`src/rtl/retire_stage.sv`:
```
// In-order retire at the ROB head: combinational commit of the oldest completed run, registered FSM/counters.
// Never stalls the ROB; blocks younger slots behind an incomplete, mispredicted or halting entry.
package retire_pkg;
    localparam int ARCH_REGS = 32;
    localparam int PHYS_REGS = 64;
    localparam int ADDR_W    = 32;
    localparam int ARCH_W    = $clog2(ARCH_REGS);
    localparam int PHYS_W    = $clog2(PHYS_REGS);

    typedef struct packed {
        logic              complete;
        logic              mispredict;
        logic              halt;
        logic [ARCH_W-1:0] arch_dest;
        logic [PHYS_W-1:0] phys_dest;
        logic [PHYS_W-1:0] prev_phys;
        logic [ADDR_W-1:0] target_pc;
    } rob_entry_t;
endpackage

module retire_stage
    import retire_pkg::*;
#(
    parameter int N         = 4,
    parameter int ROB_SZ    = 16,
    parameter int FLUSH_LAT = 2,
    parameter int CNT_W     = 32,
    localparam int IDX_W    = $clog2(ROB_SZ),
    localparam int RC_W     = $clog2(N+1)
) (
    input  logic                          clock,
    input  logic                          reset,
    input  rob_entry_t [N-1:0]            head_entries,
    input  logic [N-1:0]                  head_valids,
    input  logic [IDX_W-1:0]              head_idx,
    output logic [RC_W-1:0]               retire_count,
    output logic [N-1:0]                  map_we,
    output logic [N-1:0][ARCH_W-1:0]      map_arch,
    output logic [N-1:0][PHYS_W-1:0]      map_phys,
    output logic [N-1:0]                  free_valid,
    output logic [N-1:0][PHYS_W-1:0]      free_phys,
    output logic                          mispredict,
    output logic [IDX_W-1:0]              mispred_idx,
    output logic [ADDR_W-1:0]             redirect_pc,
    output logic                          flushing,
    output logic                          halted,
    output logic [CNT_W-1:0]              retired_insts,
    output logic [CNT_W-1:0]              stall_cycles
);
    localparam logic [1:0] ST_RUN    = 2'd0;
    localparam logic [1:0] ST_FLUSH  = 2'd1;
    localparam logic [1:0] ST_HALTED = 2'd2;
    localparam int FC_W = (FLUSH_LAT > 1) ? $clog2(FLUSH_LAT) : 1;

    logic [1:0]       state_q, state_d;
    logic [FC_W-1:0]  flush_cnt_q, flush_cnt_d;
    logic [CNT_W-1:0] retired_q, retired_d;
    logic [CNT_W-1:0] stall_q, stall_d;

    logic             blocked;
    logic             saw_mispred;
    logic             saw_halt;
    logic [IDX_W:0]   idx_sum;

    // Retire scan: a slot commits only if every older slot committed and was not a barrier.
    always_comb begin
        retire_count = '0;
        map_we       = '0;
        map_arch     = '0;
        map_phys     = '0;
        free_valid   = '0;
        free_phys    = '0;
        mispredict   = 1'b0;
        mispred_idx  = '0;
        redirect_pc  = '0;
        saw_mispred  = 1'b0;
        saw_halt     = 1'b0;
        idx_sum      = '0;
        blocked      = reset || (state_q != ST_RUN);
        for (int i = 0; i < N; i++) begin
            if (!blocked && head_valids[i] && head_entries[i].complete) begin
                retire_count = retire_count + RC_W'(1);
                if (head_entries[i].arch_dest != '0) begin
                    map_we[i]     = 1'b1;
                    map_arch[i]   = head_entries[i].arch_dest;
                    map_phys[i]   = head_entries[i].phys_dest;
                    free_valid[i] = 1'b1;
                    free_phys[i]  = head_entries[i].prev_phys;
                end
                if (head_entries[i].mispredict) begin
                    idx_sum = {1'b0, head_idx} + (IDX_W+1)'(i);
                    if (idx_sum >= (IDX_W+1)'(ROB_SZ)) begin
                        idx_sum = idx_sum - (IDX_W+1)'(ROB_SZ);
                    end
                    mispredict  = 1'b1;
                    mispred_idx = idx_sum[IDX_W-1:0];
                    redirect_pc = head_entries[i].target_pc;
                    saw_mispred = 1'b1;
                    blocked     = 1'b1;
                end
                if (head_entries[i].halt) begin
                    saw_halt = 1'b1;
                    blocked  = 1'b1;
                end
            end else begin
                blocked = 1'b1;
            end
        end
    end

    always_comb begin
        state_d     = state_q;
        flush_cnt_d = flush_cnt_q;
        retired_d   = retired_q + CNT_W'(retire_count);
        stall_d     = stall_q;
        if (state_q == ST_RUN && head_valids[0] && retire_count == '0) begin
            stall_d = stall_q + CNT_W'(1);
        end
        case (state_q)
            ST_RUN: begin
                if (saw_halt) begin
                    state_d = ST_HALTED;
                end else if (saw_mispred) begin
                    state_d     = ST_FLUSH;
                    flush_cnt_d = FC_W'(FLUSH_LAT - 1);
                end
            end
            ST_FLUSH: begin
                if (flush_cnt_q == '0) begin
                    state_d = ST_RUN;
                end else begin
                    flush_cnt_d = flush_cnt_q - FC_W'(1);
                end
            end
            ST_HALTED: state_d = ST_HALTED;
            default:   state_d = ST_RUN;
        endcase
    end

    always_ff @(posedge clock or posedge reset) begin
        if (reset) begin
            state_q     <= ST_RUN;
            flush_cnt_q <= '0;
            retired_q   <= '0;
            stall_q     <= '0;
        end else begin
            state_q     <= state_d;
            flush_cnt_q <= flush_cnt_d;
            retired_q   <= retired_d;
            stall_q     <= stall_d;
        end
    end

    assign flushing      = !reset && (state_q == ST_FLUSH);
    assign halted        = !reset && (state_q == ST_HALTED);
    assign retired_insts = retired_q;
    assign stall_cycles  = stall_q;

endmodule
```
`config.mk`:
```
export PLATFORM = sky130hd
export DESIGN_NAME = retire_stage
export DESIGN_NICKNAME = d
export VERILOG_FILES = /design/src/rtl/retire_stage.sv
export SDC_FILE = /design/constraint.sdc
export NUM_CORES = 1
export LEC_CHECK = 0
export BUFFER_PORTS_ARGS = -buffer_cell sky130_fd_sc_hd__buf_4
export CORE_AREA = 2 2 154 156
export CTS_BUF_LIST = sky130_fd_sc_hd__clkbuf_2 sky130_fd_sc_hd__clkbuf_4 sky130_fd_sc_hd__clkbuf_8
export CTS_CLUSTER_SIZE = 25
export DETAILED_ROUTE_END_ITERATION = 7
export DIE_AREA = 0 0 156 158
export GPL_TIMING_DRIVEN = 0
export PLACE_DENSITY = 0.57
export SLEW_MARGIN = 15
export SYNTH_ARGS = -nofsm -noshare
export SYNTH_HDL_FRONTEND = slang
export SYNTH_SLANG_ARGS = --single-unit
```
`constraint.sdc`:
```
create_clock -name clock -period 3.5 [get_ports clock]
set_input_delay 0.525 -clock clock [delete_from_list [all_inputs] [get_ports clock]]
set_output_delay 0.525 -clock clock [all_outputs]
set_load 0.1 [all_outputs]
```
==> results by group <==
Status
  • Status: finished clean

Logic synthesis
  • Post-synth EDFFs: 0
  • Mapped Nets: 830
  • Distinct cell type count after synthesis: 50
  • Syn. warnings: 0
  • Netlist Area Pre-Place: around 0.005 mm^2
  • FFs w/ async S/R, synth: 100%
  • #FFs+latches synth: 67
  • Instance count of the mapped netlist: approximately 600
  • Post-synthesis sequential area ratio: 33.6%
  • Synth Area per Inst: between 8 and 9 um^2
  • Primary FF master, synth: dfrtp_1

Global routing
  • GR Util All Layers: between 10% and 20%
  • Pin count of the biggest net entering global routing: 50
  • Initial antenna violation count: 0
  • Grt ovf: 0
  • Vias in the first global route: 5845
  • First-pass GRT wire length: 33300 um

Place
  • Pre-CTS WS: -0.999 ns
  • DP Cell Count: ~1300
  • PortBufs: about 400
  • Final HPWL DP: about 19000 um
  • Global placement routability congestion: approximately 0.86

Clock network
  • Cts hold-fix bufs: 0
  • CTS sink count: between 60 and 70
  • Root buffer cell: clkbuf_8
  • Skew-Pair Late Insertion Delay: roughly 0.35 ns
  • CTS Buf Count: 9
  • CTS tree: built
  • Clk buf depth: 2
  • Clk pin slew, worst setup/hold paths: ~0.080 ns
  • H-tree levels: 3

Route
  • Wire length on met3: 1440 um
  • Routed wire per std cell: roughly 17 um
  • Pre-antenna DRT Iters: 5
  • Via Count: 6041
  • Number of remaining DRC errors: 0
  • Met2 routed WL: around 11000 um
  • Drt first-iter violations: between 200 and 250
  • Max layer used: met4
  • Routed wire length: about 23000 um
  • M1 WL: 9440 um
  • Post-route ant nets: 0
  • Vias per cell: about 4.6

Worst setup path
  • Endpoint type of the worst setup path: register
  • Cell depth of the worst flop-to-flop path: 17
  • CP startpoint: state_q[1]
  • Max FO, Critical Path: 5
  • CP Data Required Time: 3.73 ns
  • Kind of critical path: register to register
  • Arrival @ worst endpoint: ~3.6 ns
  • Worst r2r src: state_q[1]
  • CP Launch Type: register

Cells and area
  • ANT cells: 0
  • Final core utilization: between 30 and 40%
  • Fin cells: roughly 1300
  • Final net count: around 1300
  • Area growth syn-to-layout: 83.1%
  • Filler Cells Inserted: between 2000 and 2500
  • Layout cell share with drive strength beyond 1: between 50 and 60%

Hold path
  • HP Class: input port to asynchronous set/reset pin

Timing
  • Fin crit share: 97.4%
  • RSZ-0062 raised after global routing: yes
  • Final Hold Viols: 0
  • Normalized max-slew margin: 57.7%
  • Worst-Margin Slew: approximately 0.62 ns
  • Max-slew violations: 0
  • Setup TNS: 0 ns
  • Clk_skew: around 0.015 ns
  • Min Clock Period, post-route: 3.41 ns
  • Final setup fails: 0
  • Setup WS post-layout: ~0.090 ns
  • Max Clk Rate: slightly below 0.3 GHz

Floorplan
  • DIE HEIGHT: 158 um
  • Core Rows: 56
  • Core footprint: around 0.023 mm^2
  • Die ar.: about 0.025 mm^2
  • IO Count: 400
  • Die X: around 160 um
  • Initial Util: 21.6%

Run
  • Max-cap violation count: 0

Power and ir drop
  • PwrDens: roughly 330 mW/mm^2
  • Leakage power: 0.00463 uW
  • VDD IR max: 0.202 mV
  • Pwr Total: between 3000 and 4000 uW
-- where the power goes --
| group | leakage [uW] | internal (uW) | switching (uW) | total [uW] |
|---|---|---|---|---|
| registers | 0.000900 | 849 | 88.0 | 937 |
| logic | 0.00362 | 430 | 959 | 1390 |
| clock network | 0.000109 | 370 | 308 | 679 |
-- worst paths after layout --
check / end / slack [ns]
setup / recovery: retired_insts[22] / 0.09
hold / removal: stall_cycles[0] / 0.15
setup reg to reg: retired_insts[22] / 0.09
hold reg to reg: retired_insts[31] / 0.48
max in group asynchronous: retired_insts[7] / 2.80
min in group clock: state_q[1] / 0.45
-- layer usage --
layer,vias to the layer above,global-route usage [%]
li1,2965,-
met1,2851,21.6
met2,202,29.8
met3,23,4.76
met4,0,4.28
met5,-,0
-- state kept, by name (all words and copies together), names as in the netlist --
signal and cells:
flush_cnt_q 1, retired_insts 32, stall_cycles 32, state_q 2
-- kinds of logic after synthesis --
kind of cell / share of synthesized area [%]
buffers and inverters: 4.95
adder cells (fa/ha/maj): 3.41
AO/OA/AOI/OAI: 14.5
multiplexers: 1.13
flip-flops: 33.6
XOR/XNOR: 11.4
AND/OR/NAND/NOR: 30.9
-- Yosys cell counts, types with 2 or more instances --
library cell | instances | area (um^2)
and3_1 | 24 | 150
o21ai_0 | 6 | 30.0
or3_1 | 4 | 25.0
dfrtp_1 | 67 | 1680
mux2i_1 | 2 | 20.0
nor3b_1 | 2 | 15.0
xor2_1 | 19 | 166
a21oi_1 | 76 | 380
nand2_1 | 30 | 113
buf_4 | 4 | 30.0
and3b_1 | 2 | 17.5
mux2_2 | 2 | 22.5
and4_1 | 10 | 87.6
nor3_1 | 16 | 80.1
a211oi_1 | 2 | 15.0
ha_1 | 12 | 150
nor4_1 | 5 | 31.3
nand2b_1 | 3 | 18.8
inv_1 | 14 | 52.6
a21o_1 | 2 | 15.0
nand4_1 | 16 | 100
and2_1 | 62 | 388
a22oi_1 | 32 | 240
nor2b_1 | 2 | 12.5
nand3_1 | 31 | 155
and4bb_2 | 2 | 25.0
clkbuf_1 | 14 | 52.6
xnor2_1 | 46 | 403
buf_2 | 20 | 100
nor2_1 | 52 | 195
-- critical path, cell delays in order (launching register included) --
cell and delay [ns]:
dfrtp_1 0.41, nor3b_2 0.24, and3_1 0.20, buf_6 0.14, inv_6 0.04, ha_4 0.25, xnor2_2 0.14, ha_1 0.31
a21oi_2 0.07, o21ai_4 0.21, inv_2 0.06, fa_2 0.38, nor2b_4 0.16, o21ai_4 0.11, buf_4 0.18, nor3_1 0.16
nand2_1 0.09, xnor2_1 0.12
-- metrics by stage --
stage	hold slack, ns	instance area [um^2]
floorplan	0.449	5280
detailed placement	0.471	8670
global placement	0.462	8640
CTS	0.145	8990
global route	0.162	9120
finish	0.153	9120
-- repair_timing --
action	CTS	global route
resized for setup	17	12
hold endpoints to repair	0	0
setup buffers	6	12
pin swaps	6	8
setup endpoints to repair	83	20
-- cell type report --
cell class,instances,area (um^2),area share (%)
plain buffers,39,235,2.58
clock buffers,11,151,1.66
clock inverters,5,61.3,0.672
inverters,14,60.1,0.658
multi-input cells,479,3420,37.5
flip-flops and latches,67,1680,18.4
well taps,290,363,3.98
repair buffers,418,3160,34.6
-- layout by cell type, fill, tap and decap left out, drive strengths merged, types with 2 or more instances in the layout --
cell type,synthesis,layout
clkinv,0,4
nand4,17,17
and3b,2,2
nor3b,2,2
nand2b,3,3
nand3,31,31
a211oi,2,2
and3,24,24
nand2,30,30
xnor2,46,46
xor2,19,19
nor4,6,6
ha,12,12
a22oi,32,32
and2,62,62
nor3,18,18
clkbuf,14,25
and4bb,3,3
and4,10,10
nor2b,2,2
inv,14,14
a21o,2,2
mux2,2,2
nor2,52,52
dfrtp,67,67
buf,25,443
or3,5,5
mux2i,3,3
a21oi,76,76
o21ai,7,7
Power figures use the tool's default switching activity.
